**src/rtl/mult_seq_32_bit.sv**
```systemverilog
// Sequential unsigned 32x32 multiplier (low 32 bits plus overflow flag).
// A single ripple-carry adder is time-shared by a shift-and-add FSM that stops once no multiplier bits remain.

module add_rca_32_bit (
    input  logic [31:0] a,
    input  logic [31:0] b,
    input  logic        cin,
    output logic [31:0] sum,
    output logic        cout
);
    logic [32:0] carry_s;

    assign carry_s[0] = cin;

    genvar i;
    generate
        for (i = 0; i < 32; i++) begin : g_fa
            assign sum[i]         = a[i] ^ b[i] ^ carry_s[i];
            assign carry_s[i + 1] = (a[i] & b[i]) | (carry_s[i] & (a[i] ^ b[i]));
        end
    endgenerate

    assign cout = carry_s[32];
endmodule

module mult_seq_32_bit (
    input  logic        clk,
    input  logic        rst,
    input  logic        start,
    input  logic [31:0] X,
    input  logic [31:0] Y,
    output logic        busy,
    output logic        done,
    output logic [31:0] product,
    output logic        overflow
);
    typedef enum logic [1:0] {
        ST_IDLE = 2'd0,
        ST_RUN  = 2'd1,
        ST_DONE = 2'd2
    } state_t;

    state_t      state_r, state_s;
    logic [31:0] mcand_r, mcand_s;
    logic [31:0] mplier_r, mplier_s;
    logic [31:0] acc_r, acc_s;
    logic        ovf_r, ovf_s;
    logic        busy_r, done_r;
    logic [31:0] sum_s;
    logic        cout_s;

    add_rca_32_bit u_add (
        .a   (acc_r),
        .b   (mcand_r),
        .cin (1'b0),
        .sum (sum_s),
        .cout(cout_s)
    );

    // Next-state and datapath update for the shift-and-add sequence.
    always_comb begin
        state_s  = state_r;
        mcand_s  = mcand_r;
        mplier_s = mplier_r;
        acc_s    = acc_r;
        ovf_s    = ovf_r;
        case (state_r)
            ST_IDLE: begin
                if (start) begin
                    mcand_s  = X;
                    mplier_s = Y;
                    acc_s    = 32'd0;
                    ovf_s    = 1'b0;
                    state_s  = ST_RUN;
                end else begin
                    state_s  = ST_IDLE;
                end
            end
            ST_RUN: begin
                if (mplier_r[0]) begin
                    acc_s = sum_s;
                    ovf_s = ovf_r | cout_s;
                end else begin
                    acc_s = acc_r;
                end
                // A multiplicand bit shifted out while higher multiplier bits remain is lost weight.
                if (mcand_r[31] && (mplier_r[31:1] != 31'd0)) begin
                    ovf_s = 1'b1;
                end else begin
                    ovf_s = ovf_s;
                end
                mcand_s  = {mcand_r[30:0], 1'b0};
                mplier_s = {1'b0, mplier_r[31:1]};
                if (mplier_r[31:1] == 31'd0) begin
                    state_s = ST_DONE;
                end else begin
                    state_s = ST_RUN;
                end
            end
            ST_DONE: begin
                state_s = ST_IDLE;
            end
            default: begin
                state_s = ST_IDLE;
            end
        endcase
    end

    // State, datapath and registered handshake outputs.
    always_ff @(posedge clk) begin
        if (rst) begin
            state_r  <= ST_IDLE;
            mcand_r  <= 32'd0;
            mplier_r <= 32'd0;
            acc_r    <= 32'd0;
            ovf_r    <= 1'b0;
            busy_r   <= 1'b0;
            done_r   <= 1'b0;
        end else begin
            state_r  <= state_s;
            mcand_r  <= mcand_s;
            mplier_r <= mplier_s;
            acc_r    <= acc_s;
            ovf_r    <= ovf_s;
            busy_r   <= (state_s != ST_IDLE);
            done_r   <= (state_s == ST_DONE);
        end
    end

    assign busy     = busy_r;
    assign done     = done_r;
    assign product  = acc_r;
    assign overflow = ovf_r;
endmodule
```
**config.mk**
```make
export PLATFORM = sky130hd
export DESIGN_NAME = mult_seq_32_bit
export DESIGN_NICKNAME = d
export VERILOG_FILES = /design/src/rtl/mult_seq_32_bit.sv
export SDC_FILE = /design/constraint.sdc
export NUM_CORES = 1
export LEC_CHECK = 0
export ABC_AREA = 1
export BUFFER_PORTS_ARGS = -buffer_cell sky130_fd_sc_hd__buf_4
export CAP_MARGIN = 10
export CELL_PAD_IN_SITES_DETAIL_PLACEMENT = 1
export CELL_PAD_IN_SITES_GLOBAL_PLACEMENT = 2
export CORE_MARGIN = 10
export CORE_UTILIZATION = 34
export CTS_BUF_LIST = sky130_fd_sc_hd__clkbuf_4
export DETAILED_ROUTE_END_ITERATION = 6
export PLACE_DENSITY_LB_ADDON = 0.1
export SYNTH_ARGS = -nofsm -noshare
export SYNTH_HDL_FRONTEND = slang
export SYNTH_SLANG_ARGS = --single-unit
```
**constraint.sdc**
```tcl
create_clock -name clk -period 14.8 [get_ports clk]
set_input_delay 2.96 -clock clk [delete_from_list [all_inputs] [get_ports clk]]
set_output_delay 2.96 -clock clk [all_outputs]
set_load 0.01 [all_outputs]
```
==> impl_metrics.py <==
metrics = {
    "grt": {
        "grtUsageMet1_pct": 16.0,
        "overflow": 0,
        "grt_max_degree": 67,
        "grt_usage_pct": 13.6,
        "antenna_found_initial": 0,
        "grt_pass1_wl_um": 22000,
        "grt_pass1_vias": 4345,
        "grt_use_met3_pct": 3.36,
        "grt_busiest_layer": "met2",
        "grt_util_met2_pct": 23.3,
    },
    "synth": {
        "ys.flop_type": "dfxtp_1",
        "synth.area.top_cells": "dfxtp_1 41%, fa_1 12%, o21ai_1 5.9%",
        "synthAdderAreaFrac_pct": 12.7,
        "synth_area_um2": 4970,
        "synth_area_per_cell_um2": 8.99,
        "ys_types": 25,
        "synth_enable_flop_cells": 0,
        "ys_ff_latch": 101,
        "synth_top_family_by_area": "compound AO/OA/AOI/OAI gates",
        "synth_compound_area_share_pct": 19.8,
        "ys_seq_area_share_pct": 40.7,
        "synth_top_area_share_pct": 40.7,
        "synth-async-reset-ratio_pct": 0,
        "yosys.area_share.xor_xnor_pct": 0,
        "synthSimpleGateAreaFrac_pct": 11.2,
        "synthCells": 553,
        "synth_area_leader_cell": "dfxtp_1",
        "synthMuxAreaShare_pct": 5.84,
        "ys_warn_count": 0,
        "synth_nets": 652,
    },
    "cts": {
        "tritoncts": "built",
        "clock_path_buffers": 2,
        "cts_resized": 0,
        "path_clk_slew_ns": 0.15,
        "hold_buffers": 0,
        "h-tree-depth": 3,
        "clkLatencyLatePin_ns": 0.47,
        "cts_buffers": 9,
        "cts.sinks": 101,
        "post_cts_buffers": 0,
        "clockRootBuffer": "clkbuf_4",
    },
    "floorplan": {
        "rows": 44,
        "die_x_um": 141,
        "start_util_pct": 34.5,
        "coreArea_um2": 14400,
        "ioPinCount": 102,
        "die_h_um": 141,
        "dieArea_um2": 19900,
    },
    "outcome": {
        "status": "finished, final reports clean",
    },
    "sta": {
        "fmax_mhz": 77.3,
        "drv_slew": 0,
        "min_period_over_period_pct": 87.4,
        "rsz0062_at_grt": "false",
        "relSlewSlack_pct": 21.7,
        "hold_slack_ns": 0.498,
        "fin_worst_skew_ns": 0.0189,
        "fin_ws_ns": 1.87,
        "worst_slew_pin_slew_ns": 1.17,
        "finalSetupViolCount": 0,
        "post-route-min-period_ns": 12.93,
        "setup-tns-final_ns": 0,
        "hold_viol_final": 0,
    },
    "setup_path": {
        "critPathSlowestCell": "fa_1",
        "rr_worst_depth": 37,
        "critical_path_cell_count": 37,
        "timing.rr.start": "product[0]",
        "path_buf_inv": 3,
        "r2r-end": "product[31]",
        "slowest_delay_ns": 0.44,
        "path_max_fanout": 3,
        "arrival_ns": 13.34,
        "critPathMostFrequentCell": "fa_1",
        "worstSetupPathType": "reg -> reg",
        "critPathRequiredTime_ns": 15.21,
        "critPathCaptureType": "flop",
        "startpoint": "product[0]",
        "critPathLaunchType": "flop",
        "critical_path.top_delay_family": "adder cells",
        "crit_path_end": "product[31]",
        "rrSetupSlack_ns": 1.87,
    },
    "power": {
        "leakagePower_nw": 2.54,
        "powerDensity_nw_per_um2": 108,
        "irDropWorstVdd_v": 0.0000490,
    },
    "placement": {
        "pre_cts_ws_ns": 1.87,
        "gp_congestion": 0.720,
        "dpl_cell_area_um2": 5760,
        "dpl.hpwl_um": 9330,
        "port-buffer-count": 101,
    },
    "final_layout": {
        "nets": 729,
        "regArea_um2": 2020,
        "syn_to_final_growth_pct": 19.6,
        "final_area_um2": 5950,
        "multi_input_area_um2": 2470,
        "n_fill_cell": 1698,
        "drive_gt1_share_pct": 20.2,
        "post-route-util_pct": 41.2,
    },
    "drt": {
        "drt_first_pass_iters": 4,
        "wl_um": 13300,
        "final_antenna_net_count": 0,
        "vias": 4079,
        "drc": 0,
        "drtIter0Drc": 92,
        "avgViaCountPerCell": 4.97,
        "wire_per_inst_um": 16.3,
    },
    "hold_path": {
        "min_path_type": "reg -> reg",
    },
    "job": {
        "cap_violations": 0,
    },
}
==> cell type report <==
type / instances / area share (%)
Multi-Input combinational cell: 342 / 41.5
Sequential cell: 101 / 34.0
Timing Repair Buffer: 104 / 13.5
Inverter: 72 / 4.59
Tap cell: 184 / 3.87
Clock inverter: 6 / 1.30
Clock buffer: 10 / 1.26
Antenna cell: 1 / 0.0421
==> worst min path at each step <==
stage,startpoint,endpoint,slack [ns],cells after the start
finish,mplier_r[0],mplier_r[0],0.50,2
global route,mplier_r[0],mplier_r[0],0.53,2
CTS,mplier_r[0],mplier_r[0],0.50,2
detailed placement,mplier_r[0],mplier_r[0],0.48,2
global placement,overflow,overflow,0.47,2
floorplan,mplier_r[31],mplier_r[31],0.45,2
==> registers in the layout, indices dropped and copies added, names as in the netlist <==
| name | cells |
|---|---|
| done | 1 |
| overflow | 1 |
| busy | 1 |
| product | 32 |
| state_r | 2 |
| mplier_r | 32 |
| mcand_r | 32 |
==> stage by stage <==
step / power, mW / instances
4_1_cts: 0.657 / 818
3_5_place_dp: 0.492 / 802
2_1_floorplan: 0.434 / 553
5_1_grt: 0.694 / 819
6_report: 0.644 / 820
3_3_place_gp: 0.485 / 802
==> synth_stat cells (all sizes together), types with 2 or more instances <==
library cell / number
o211a: 28
dfxtp: 101
fa: 31
mux2i: 29
a21oi: 7
o32ai: 2
clkbuf: 12
buf: 26
o21ai: 94
nand3: 36
nor4: 2
nand2: 52
nor2: 31
inv: 72
o22ai: 29
==> power breakdown <==
| group | internal (mW) | switching, mW |
|---|---|---|
| registers | 0.300 | 0.0175 |
| logic | 0.0698 | 0.0947 |
| clock network | 0.0690 | 0.0928 |
==> routing by layer <==
layer,vias to the layer above,wire (um)
li1,2016,-
met1,1992,5950
met2,60,6630
met3,11,553
met4,0,194
met5,-,0
==> cell usage in the layout, fill, tap and decap left out, drive strengths merged <==
| cell type | netlist | layout |
|---|---|---|
| buf | 26 | 104 |
| dfxtp | 101 | 101 |
| o21ai | 94 | 94 |
| inv | 72 | 72 |
| nand2 | 52 | 52 |
| nand3 | 36 | 36 |
| fa | 31 | 31 |
| nor2 | 31 | 31 |
| o22ai | 29 | 29 |
| mux2i | 29 | 29 |
| o211a | 28 | 28 |
| clkbuf | 12 | 10 |
| a21oi | 7 | 7 |
| clkinv | 0 | 4 |
| o32ai | 2 | 2 |
| nor4 | 2 | 2 |
| bufinv | 0 | 2 |
| diode | 0 | 1 |
| ha | 1 | 1 |
==> kinds of logic (layout without fill, tap and decap cells) <==
group	Yosys count	in the layout
DFF	101	101
muxes	29	29
adders and majority gates	32	32
AOI/OAI and AO/OA	160	160
and+or+nand+nor	121	121
buffers and inverters	110	192
other	0	1
==> worst min-delay path, cell delays in order, from the launching register on <==
cell and delay, ns:
dfxtp_1 0.34, nand3_1 0.07, o21ai_1 0.06
(Power assumes the default switching activity.)
